## src/rtl/store_drain_if.sv

```systemverilog
// Bundles the store-in, memory-write and snoop signals of the store drain unit.
interface store_drain_if #(
    parameter int unsigned ADDR_LEN = 32,
    parameter int unsigned DATA_LEN = 32
);
    localparam int unsigned BE_LEN = DATA_LEN / 8;

    logic                in_valid;
    logic                in_ready;
    logic [ADDR_LEN-1:0] in_addr;
    logic [DATA_LEN-1:0] in_data;
    logic [BE_LEN-1:0]   in_be;

    logic                mem_req;
    logic [ADDR_LEN-1:0] mem_addr;
    logic [DATA_LEN-1:0] mem_wdata;
    logic [BE_LEN-1:0]   mem_be;
    logic                mem_ack;

    logic [ADDR_LEN-1:0] snoop_addr;
    logic                snoop_hit;
    logic [DATA_LEN-1:0] snoop_data;
    logic [BE_LEN-1:0]   snoop_be;

    modport master (
        output in_valid, in_addr, in_data, in_be, mem_ack, snoop_addr,
        input  in_ready, mem_req, mem_addr, mem_wdata, mem_be,
               snoop_hit, snoop_data, snoop_be
    );

    modport slave (
        input  in_valid, in_addr, in_data, in_be, mem_ack, snoop_addr,
        output in_ready, mem_req, mem_addr, mem_wdata, mem_be,
               snoop_hit, snoop_data, snoop_be
    );
endinterface

```

## src/rtl/store_drain_unit.sv

```systemverilog
// In-order FIFO of committed stores drained to data memory over req/ack,
// with a combinational youngest-match snoop port for load forwarding.
module store_drain_unit #(
    parameter int unsigned ADDR_LEN   = 32,
    parameter int unsigned DATA_LEN   = 32,
    parameter int unsigned DEPTH      = 4,
    parameter int unsigned DEPTH_BITS = 2
) (
    input  logic                  clk_i,
    input  logic                  reset_i,
    store_drain_if.slave          sd,
    output logic [DEPTH_BITS:0]   count_o,
    output logic                  busy_o
);
    localparam int unsigned BE_LEN = DATA_LEN / 8;
    localparam logic [DEPTH_BITS:0] CNT_FULL = (DEPTH_BITS+1)'(DEPTH);

    typedef struct packed {
        logic [ADDR_LEN-1:0] addr;
        logic [DATA_LEN-1:0] data;
        logic [BE_LEN-1:0]   be;
    } entry_t;

    typedef enum logic {IDLE = 1'b0, ISSUE = 1'b1} state_t;

    entry_t                mem_q [DEPTH];
    entry_t                head;
    logic [DEPTH_BITS-1:0] rd_ptr;
    logic [DEPTH_BITS-1:0] wr_ptr;
    logic [DEPTH_BITS-1:0] snp_idx;
    logic [DEPTH_BITS:0]   count_q;
    logic [DEPTH_BITS:0]   count_d;
    logic                  ready_en;
    logic                  busy_q;
    logic                  push;
    logic                  pop;
    logic                  issue;
    logic                  unused_snoop_lsb;
    state_t                state_q;
    state_t                state_d;

    // ready_en keeps in_ready low until the first edge after reset release
    assign sd.in_ready = ready_en && (count_q < CNT_FULL);
    assign push        = sd.in_valid && sd.in_ready && (sd.in_be != '0);
    assign pop         = issue && sd.mem_ack;
    assign count_d     = count_q + (DEPTH_BITS+1)'(push) - (DEPTH_BITS+1)'(pop);
    assign head        = mem_q[rd_ptr];

    always_ff @(posedge clk_i or negedge reset_i) begin
        if (!reset_i) begin
            rd_ptr   <= '0;
            wr_ptr   <= '0;
            count_q  <= '0;
            ready_en <= 1'b0;
            busy_q   <= 1'b0;
        end else begin
            ready_en <= 1'b1;
            count_q  <= count_d;
            busy_q   <= (count_d != '0);
            if (push) wr_ptr <= wr_ptr + DEPTH_BITS'(1);
            if (pop)  rd_ptr <= rd_ptr + DEPTH_BITS'(1);
        end
    end

    // Storage needs no reset: entries are only visible below count_q
    always_ff @(posedge clk_i) begin
        if (push) begin
            mem_q[wr_ptr] <= '{addr: sd.in_addr, data: sd.in_data, be: sd.in_be};
        end
    end

    always_ff @(posedge clk_i or negedge reset_i) begin
        if (!reset_i) state_q <= IDLE;
        else          state_q <= state_d;
    end

    always_comb begin
        state_d = state_q;
        case (state_q)
            IDLE:    if (count_d != '0) state_d = ISSUE;
            ISSUE:   if (count_d == '0) state_d = IDLE;
            default: state_d = IDLE;
        endcase
    end

    always_comb begin
        issue = 1'b0;
        case (state_q)
            ISSUE:   issue = 1'b1;
            default: issue = 1'b0;
        endcase
    end

    assign sd.mem_req   = issue;
    assign sd.mem_addr  = issue ? head.addr : '0;
    assign sd.mem_wdata = issue ? head.data : '0;
    assign sd.mem_be    = issue ? head.be   : '0;

    // Scan oldest to youngest so the last match left standing is the youngest
    always_comb begin
        sd.snoop_hit  = 1'b0;
        sd.snoop_data = '0;
        sd.snoop_be   = '0;
        snp_idx       = rd_ptr;
        for (int unsigned k = 0; k < DEPTH; k++) begin
            snp_idx = rd_ptr + DEPTH_BITS'(k);
            if (((DEPTH_BITS+1)'(k) < count_q) &&
                (mem_q[snp_idx].addr[ADDR_LEN-1:2] == sd.snoop_addr[ADDR_LEN-1:2])) begin
                sd.snoop_hit  = 1'b1;
                sd.snoop_data = mem_q[snp_idx].data;
                sd.snoop_be   = mem_q[snp_idx].be;
            end
        end
    end

    assign unused_snoop_lsb = ^sd.snoop_addr[1:0];

    assign count_o = count_q;
    assign busy_o  = busy_q;
endmodule

```

## src/flat_wrapper.sv

```systemverilog
// flat-port wrapper written by rule: the top's interface ports become plain ports
module store_drain_unit_flat 
#(
    parameter int unsigned ADDR_LEN   = 32,
    parameter int unsigned DATA_LEN   = 32,
    parameter int unsigned DEPTH      = 4,
    parameter int unsigned DEPTH_BITS = 2
)
  (clk_i, reset_i, count_o, busy_o, sd_in_valid, sd_in_addr, sd_in_data, sd_in_be, sd_mem_ack, sd_snoop_addr, sd_in_ready, sd_mem_req, sd_mem_addr, sd_mem_wdata, sd_mem_be, sd_snoop_hit, sd_snoop_data, sd_snoop_be);
  store_drain_if #(.ADDR_LEN(ADDR_LEN), .DATA_LEN(DATA_LEN)) sd_i ();
  input  logic clk_i;
  input  logic reset_i;
  output logic [DEPTH_BITS:0] count_o;
  output logic busy_o;
  input wire logic [$bits(sd_i.in_valid)-1:0] sd_in_valid;
  input wire logic [$bits(sd_i.in_addr)-1:0] sd_in_addr;
  input wire logic [$bits(sd_i.in_data)-1:0] sd_in_data;
  input wire logic [$bits(sd_i.in_be)-1:0] sd_in_be;
  input wire logic [$bits(sd_i.mem_ack)-1:0] sd_mem_ack;
  input wire logic [$bits(sd_i.snoop_addr)-1:0] sd_snoop_addr;
  output wire logic [$bits(sd_i.in_ready)-1:0] sd_in_ready;
  output wire logic [$bits(sd_i.mem_req)-1:0] sd_mem_req;
  output wire logic [$bits(sd_i.mem_addr)-1:0] sd_mem_addr;
  output wire logic [$bits(sd_i.mem_wdata)-1:0] sd_mem_wdata;
  output wire logic [$bits(sd_i.mem_be)-1:0] sd_mem_be;
  output wire logic [$bits(sd_i.snoop_hit)-1:0] sd_snoop_hit;
  output wire logic [$bits(sd_i.snoop_data)-1:0] sd_snoop_data;
  output wire logic [$bits(sd_i.snoop_be)-1:0] sd_snoop_be;
  assign sd_i.in_valid = sd_in_valid;
  assign sd_i.in_addr = sd_in_addr;
  assign sd_i.in_data = sd_in_data;
  assign sd_i.in_be = sd_in_be;
  assign sd_i.mem_ack = sd_mem_ack;
  assign sd_i.snoop_addr = sd_snoop_addr;
  assign sd_in_ready = sd_i.in_ready;
  assign sd_mem_req = sd_i.mem_req;
  assign sd_mem_addr = sd_i.mem_addr;
  assign sd_mem_wdata = sd_i.mem_wdata;
  assign sd_mem_be = sd_i.mem_be;
  assign sd_snoop_hit = sd_i.snoop_hit;
  assign sd_snoop_data = sd_i.snoop_data;
  assign sd_snoop_be = sd_i.snoop_be;
  store_drain_unit #(.ADDR_LEN(ADDR_LEN), .DATA_LEN(DATA_LEN), .DEPTH(DEPTH), .DEPTH_BITS(DEPTH_BITS)) u_core (.clk_i(clk_i), .reset_i(reset_i), .sd(sd_i), .count_o(count_o), .busy_o(busy_o));
endmodule
```

## config.mk

```make
export PLATFORM = sky130hd
export DESIGN_NAME = store_drain_unit_flat
export DESIGN_NICKNAME = d
export VERILOG_FILES = /design/src/rtl/store_drain_if.sv /design/src/rtl/store_drain_unit.sv /design/src/flat_wrapper.sv
export SDC_FILE = /design/constraint.sdc
export NUM_CORES = 1
export LEC_CHECK = 0
export ABC_AREA = 1
export BUFFER_PORTS_ARGS = -buffer_cell sky130_fd_sc_hd__buf_2
export CAP_MARGIN = 20
export CORE_MARGIN = 3
export CORE_UTILIZATION = 54
export DETAILED_ROUTE_END_ITERATION = 7
export HOLD_SLACK_MARGIN = 0.03
export PLACE_DENSITY = 0.86
export SLEW_MARGIN = 15
export SYNTH_ARGS = -nofsm -noshare
export SYNTH_HDL_FRONTEND = slang
export SYNTH_SLANG_ARGS = --single-unit
```

## constraint.sdc

```tcl
create_clock -name clk_i -period 4.67 [get_ports clk_i]
set_input_delay 0.7005 -clock clk_i [delete_from_list [all_inputs] [get_ports clk_i]]
set_output_delay 0.7005 -clock clk_i [all_outputs]
set_load 0.02 [all_outputs]
```

==> After elaboration in Yosys (flattened, before gate mapping) <==
Memory sizes are Yosys's and may differ from the RTL's.
Cells that the tools add are included.
{ "word_totals": {"ff_bits": 10, "mem_bits_rw": 272, "inputBits": 104, "out_inout_bits": 111, "wordCells": 55, "memories": 1} }
{ "op_classes": {"n_addsub": 6, "magnitude_cmp": 5, "eq_ne": 4, "n_mux": 21, "bitwise_logic": 1, "reduce_logical": 11} }
{ "memory_table": {"columns": ["memory", "words", "width", "read_ports", "rd_clocked_by_memory_dff", "write_ports", "line_no", "source"], "rows": [
  ["u_core.mem_q", 4, 68, 4, 0, 1, "store_drain_unit.sv:26", "entry_t mem_q [DEPTH];"]
]} }
{ "ops": {"columns": ["operator", "n"], "rows": [
  ["32-bit 2-to-1 mux", 6],
  ["30-bit equality test", 4],
  ["4-bit 2-to-1 mux", 5],
  ["1-bit 2-to-1 mux", 9],
  ["1-bit logical AND", 8],
  ["1-bit by 3-bit < comparator with 1-bit output (first input constant)", 2],
  ["2-bit by 3-bit < comparator with 1-bit output (first input constant)", 2],
  ["2-bit by 1-bit adder with 2-bit output (second input constant)", 2],
  ["2-bit adder (second input constant)", 2],
  ["4-bit nonzero test", 1],
  ["3-bit by 1-bit adder with 3-bit output", 1],
  ["3-bit logical NOT", 1],
  ["3-bit < comparator (second input constant)", 1],
  ["3-bit nonzero test", 1],
  ["3-bit by 1-bit subtractor with 3-bit output", 1],
  ["1-bit one-hot mux with 2 select lines", 1],
  ["1-bit inverter", 1]
]} }

==> Longest topological paths before layout <==
{ "depth": {"depth_word": 9, "depth_mapped": 20, "mapped_depth_nobuf": 17} }

==> Worst setup path after synthesis <==
No wires, ideal clock.
{ "synth_timing": {"path_kind": "input to register", "from": "in sd_in_valid", "to": "mem u_core.mem_q[0][0] (netlist bit), enable pin", "setup_ps": 495, "t_arrival_ps": 4306, "required_ps": 4175, "path_slack_ps": -131, "path_stages": 4, "path_buffers": 0, "path_cell_list": "inv_1 > nor4_1 > inv_1 > nor2_1"} }
{ "synth_via": {"elab_chain_len": 4} }
{ "synth_lines": {"columns": ["item", "line_no", "source"], "rows": [
  ["start, declared", "flat_wrapper.sv:15", "input wire logic [$bits(sd_i.in_valid)-1:0] sd_in_valid;"],
  ["1-bit logical AND (2 in a row)", "store_drain_unit.sv:44", "assign push = sd.in_valid && sd.in_ready && (sd.in_be != '0);"],
  ["named net u_core.push", "store_drain_unit.sv:35", "logic push;"],
  ["1-bit 2-to-1 mux", "store_drain_unit.sv:67", "if (push) begin"],
  ["1-bit 2-to-1 mux (implied by the code)", "store_drain_unit.sv:68", "mem_q[wr_ptr] <= '{addr: sd.in_addr, data: sd.in_data, be: sd.in_be};"],
  ["end, declared", "store_drain_unit.sv:26", null]
]} }
The timed path passes the listed nets, and every way through them passes these cells.

==> Final worst setup path <==
{ "layout_timing": {"from": "reg u_core.rd_ptr[0]", "to": "out sd_snoop_be[2]"} }
{ "layout_via": {"elab_chain_len": 7, "elab_cells_between_ends": 16, "cone_classes": "3 x add/sub; 4 x eq/ne; 4 x mux; 4 x reduce/logical; 1 x memory"} }
{ "layout_lines": {"columns": ["item", "line_no", "source"], "rows": [
  ["start, declared", "store_drain_unit.sv:28", "logic [DEPTH_BITS-1:0] rd_ptr;"],
  ["start signal, assigned", "store_drain_unit.sv:61", "if (pop) rd_ptr <= rd_ptr + DEPTH_BITS'(1);"],
  ["2-bit by 1-bit adder with 2-bit output or memory read 4 x 68 bit (tied branches)", null, null],
  ["memory read 4 x 68 bit (*)", null, null],
  ["30-bit equality test or 1-bit logical AND (tied branches)", "store_drain_unit.sv:108, store_drain_unit.sv:107", null],
  ["1-bit logical AND or 4-bit 2-to-1 mux (tied branches)", "store_drain_unit.sv:107", "if (((DEPTH_BITS+1)'(k) < count_q) &&"],
  ["4-bit 2-to-1 mux (2 in a row)", "store_drain_unit.sv:107", null],
  ["4-bit 2-to-1 mux (*)", "store_drain_unit.sv:107", null],
  ["end, declared", "flat_wrapper.sv:28", "output wire logic [$bits(sd_i.snoop_be)-1:0] sd_snoop_be;"]
]} }
Every way passes the cells marked *; elsewhere a longest branch is shown, timed or not.

==> results.md <==
- The run finished with clean final reports.
- The latest clock arrival within the worst-skew pair is 0.60 ns.
- Sequential cells burn 22.4% of the power.
- After floorplanning, the core was sized to cover 0.0348 mm².
- At the worst endpoint, the required time is 3.97 ns.
- Ranked by total cell area, the synthesized netlist is headed by sky130_fd_sc_hd__edfxtp_1 (43%), sky130_fd_sc_hd__nand2_1 (30%), sky130_fd_sc_hd__nand3_1 (6.0%).
- The number of setup violations in the final report is 0.
- Once layout is complete, the utilization of the core stands at between 60% and 70%.
- Leaving out filler cells and counting taps, the final layout contains 3491.
- Internal power comes to 6.78 mW.
- The signed area change from the synthesized netlist to the final layout is 13.1%.
- The count of standard-cell rows is 68.
- The height of the chip is between 150 and 200 µm.
- For this run the aggregate overflow at the end of global routing stands at 0.
- The tree is rooted in a sky130_fd_sc_hd__clkbuf_16.
- Clock tree synthesis found a total of 282 sinks.
- The number of storage elements in the synthesis netlist is 282.
- Setup repair after global routing left no endpoint under its margin.
- The worst path needs around 4.5 ns of the cycle, external delays included.
- The final hold violation count is 0.
- The clock tree from TritonCTS is built.
- The finished cells cover 0.0217 mm².
- The global placer's final weighted congestion is 0.980.
- The post-detailed-route via-to-cell ratio is 5.64.
- When the netlist entered floorplanning its net count stood at 2991.
- STA classifies the critical path endpoint as an output port.
- The count of unique library cells instantiated by Yosys is 31.
- Dividing the detail-routed wire length by the instance count gives 17.2 µm.
- At the end of the flow, the number of nets in the layout was 3122.
- The number of iterations in the first detailed-routing pass is 6.
- The combinational group share of total power is approximately 60%.
- The switching part of the total is 51.4%.
- The number of top-level design ports is 215.
- The placed instances occupy a cell area of 0.0205 mm².
- The count of final max-slew check failures is 0.
- The path with the worst hold slack has its endpoint at u_core.mem_q[2][18].
- The count of flip-flops with a built-in enable after synthesis is 272.
- Counting instances in the post-synthesis netlist gives the leading cell types as sky130_fd_sc_hd__nand2_1 (1515), sky130_fd_sc_hd__edfxtp_1 (272), sky130_fd_sc_hd__inv_1 (252).
- Summed over all cells, the static leakage comes to 10.9 nW.
- The detail route stage leaves a number of antenna-violating nets equal to 0.
- The global router's overall resource usage is 30.1%.
- Headroom to the max-slew limit came out at 26.3%.
- The number of DRC markers after the initial detailed-route iteration is approximately 2400.
- After legalization and detailed placement, the total HPWL measured 38600 µm.
- The starting density of the core is roughly 55%.
- The mapped cell area is 0.0192 mm².
- In this run the horizontal extent of the chip is 194 µm.
- Along the worst hold path, the cell count comes to 1.
- After detailed routing, the number of remaining DRC violations is 0.
- Counting cells, the worst reg-to-reg path comes to 9.
- The longest clock path from root to sink contains 3 buffers.
- The clock-pin slew on the worst setup and hold paths is 0.06 ns.
- During synthesis, Yosys emitted a total of 0 warnings.
- The via count is 19700.
- Entering global routing, the biggest net connects 163 pins.
- The upper clock frequency limit is 220 MHz.
- The worst hold path begins at sd_in_data[14].
- The endpoint identified for the worst register-to-register timing path is u_core.state_q.
- The flip-flop cell with the highest count after synthesis is sky130_fd_sc_hd__edfxtp_1.
- The worst min-delay path class is in -> reg.
- The maximum clock skew at final layout is 0.0179 ns.
- In this run, the clock network consumes 17.3% of the power.
- The maximum vdd ir drop is between 700 and 800 µV.
- The leading cell type by number of instances after synthesis is sky130_fd_sc_hd__nand2_1.
- The worst reg2reg path startpoint is u_core.state_q.
- In this run the power density over the cells is 644 mW/mm².
- The number of global-route vias before repair was 18100.
- The global-route wire length before repair is 92500 µm.
- For this design the total switching power over the nets is about 7.2 mW.
- The number of max-cap violations is 0.
- The transition time at the pin with the least slew margin is 1.11 ns.
- The largest area contributor in the netlist is sky130_fd_sc_hd__edfxtp_1.
- Of all nets on the critical path, the largest fanout is 37.
- The reg-to-reg setup timing slack is 2.40 ns.
- The placed cell count is 3426.
- Cells with a size suffix above 1 make up 10.2% of the layout.
- In this run the mean area of a mapped cell was 6.66 µm².
- Summed over all layers, the routed wires come to ~60000 µm.
- The cell count after synthesis came out at 2878.
- For the worst setup path, the data arrival time is ~3.9 ns.
- In this run, CTS created clock tree buffers numbering 30.
- The worst setup path is launched from a flip-flop.
- Of all flip-flops after synthesis, the portion carrying an async set or reset was 3.55%.
- The share of synthesized area in the top cell type comes to 42.6%.
- During placement, the flow inserted port buffers numbering 212.
- The floorplan die area is 0.0378 mm².
- The share of the clock period used by the worst path is between 90 and 100%.
- The sequential fraction of the synthesis area is 43.9%.
- The number of antenna violations at the first check in global routing is 8.
- The depth of the CTS H-tree is 1.
- The critical path start-end classification is reg -> out.
==> worst max-delay path, stage by stage (launching register included) <==
cell and delay (ns):
sky130_fd_sc_hd__dfrtp_4 0.58, sky130_fd_sc_hd__inv_6 0.14, sky130_fd_sc_hd__nand2_1 0.17, sky130_fd_sc_hd__nand2_8 0.22
sky130_fd_sc_hd__buf_12 0.19, sky130_fd_sc_hd__nand2_1 0.08, sky130_fd_sc_hd__nand3_1 0.15, sky130_fd_sc_hd__nand2_1 0.07
sky130_fd_sc_hd__nor2_1 0.21, sky130_fd_sc_hd__nand2_1 0.09, sky130_fd_sc_hd__nor2_1 0.11, sky130_fd_sc_hd__nand2_1 0.09
sky130_fd_sc_hd__nor2_4 0.15, sky130_fd_sc_hd__clkbuf_8 0.38, sky130_fd_sc_hd__a21oi_1 0.11, sky130_fd_sc_hd__nand2_1 0.07
sky130_fd_sc_hd__nand2_1 0.05, sky130_fd_sc_hd__nand2_1 0.14, sky130_fd_sc_hd__buf_2 0.20
==> flip-flops by register name, indices dropped and copies added, names as in the netlist <==
signal / flops
u_core.busy_o: 1
u_core.state_q: 1
u_core.mem_q: 272
u_core.ready_en: 1
u_core.wr_ptr: 2
u_core.rd_ptr: 2
u_core.count_o: 3
==> per-stage QoR <==
| stage | setup TNS (ns) | setup slack [ns] | power, mW | hold WS [ns] |
|---|---|---|---|---|
| floorplan | -35.65 | -0.131 | 9.01 | 0.405 |
| global placement | 0 | 0.662 | 10.9 | 0.510 |
| detailed placement | 0 | 0.582 | 11.2 | 0.533 |
| CTS | 0 | 0.115 | 13.6 | 0.297 |
| global route | 0 | 0.00320 | 15.0 | 0.308 |
| finish | 0 | 0.121 | 13.9 | 0.314 |
==> power groups by stage <==
stage	logic [mW]	clock network (mW)	registers [mW]
after floorplan	5.85	0	3.15
after global placement	7.80	0	3.15
after detailed placement	8.04	0	3.16
after CTS	8.10	2.43	3.11
after global routing	9.32	2.54	3.14
final	8.41	2.42	3.12
==> worst max-delay path by stage <==
stage | start | end | cells past startpoint
2_1_floorplan | sd_in_valid | u_core.mem_q[0][0] | 4
6_report | u_core.rd_ptr[0] | sd_snoop_be[2] | 18
3_3_place_gp | u_core.rd_ptr[0] | sd_snoop_data[15] | 18
3_5_place_dp | u_core.rd_ptr[0] | sd_snoop_be[3] | 18
5_1_grt | u_core.rd_ptr[0] | sd_snoop_be[2] | 18
4_1_cts | u_core.rd_ptr[0] | sd_snoop_be[2] | 17
==> logic make-up (layout without fill, tap and decap cells) <==
family,Yosys count,in the layout,share of synthesized area (%)
compound gates,258,258,6.95
xor+xnor,20,20,0.914
fa+ha+maj,9,9,0.627
buf+inv,409,563,8.66
flops,282,282,43.9
other cells,1,5,0.0196
simple gates,1899,1899,38.9
==> cell type report <==
class                   count  area (µm²)
diodes                      4        10.0
flip-flops and latches    282        8430
clock buffers              38         781
fillers                  2968       13100
multi-input cells        2187        9150
well taps                 455         569
clock inverters            17         214
inverters                 257         980
repair buffers            251        1540
==> metal layers <==
metal / vias to the layer above / GRT usage (%) / wire (µm)
met5: - / 0 / 57
met3: 214 / 4.84 / 6890
met4: 8 / 12.8 / 2490
met2: 1204 / 48.8 / 27500
li1: 9365 / - / -
met1: 8913 / 40.4 / 23100
==> what timing repair did <==
action | CTS | global route
cloned | 0 | 2
setup buffers | 3 | 0
endpoints found under the hold margin | 10 | 0
pin swaps | 1 | 0
gates resized for setup | 1 | 9
setup endpoints to repair | 9 | 37
hold buffers | 1 | 0
==> cells in the final DEF, fill, tap and decap left out, types with 7 or more instances in the layout <==
cell	n
sky130_fd_sc_hd__buf_12	8
sky130_fd_sc_hd__nand3_1	231
sky130_fd_sc_hd__o21ai_1	22
sky130_fd_sc_hd__edfxtp_1	272
sky130_fd_sc_hd__xor2_1	19
sky130_fd_sc_hd__o211ai_1	12
sky130_fd_sc_hd__nand2_1	1513
sky130_fd_sc_hd__clkbuf_16	32
sky130_fd_sc_hd__ha_1	8
sky130_fd_sc_hd__clkbuf_1	8
sky130_fd_sc_hd__o21ai_0	177
sky130_fd_sc_hd__a21oi_1	41
sky130_fd_sc_hd__buf_4	24
sky130_fd_sc_hd__buf_2	212
sky130_fd_sc_hd__nor2_4	7
sky130_fd_sc_hd__dfrtp_1	8
sky130_fd_sc_hd__inv_1	252
sky130_fd_sc_hd__nor2_1	135
(Power assumes the default switching activity.)
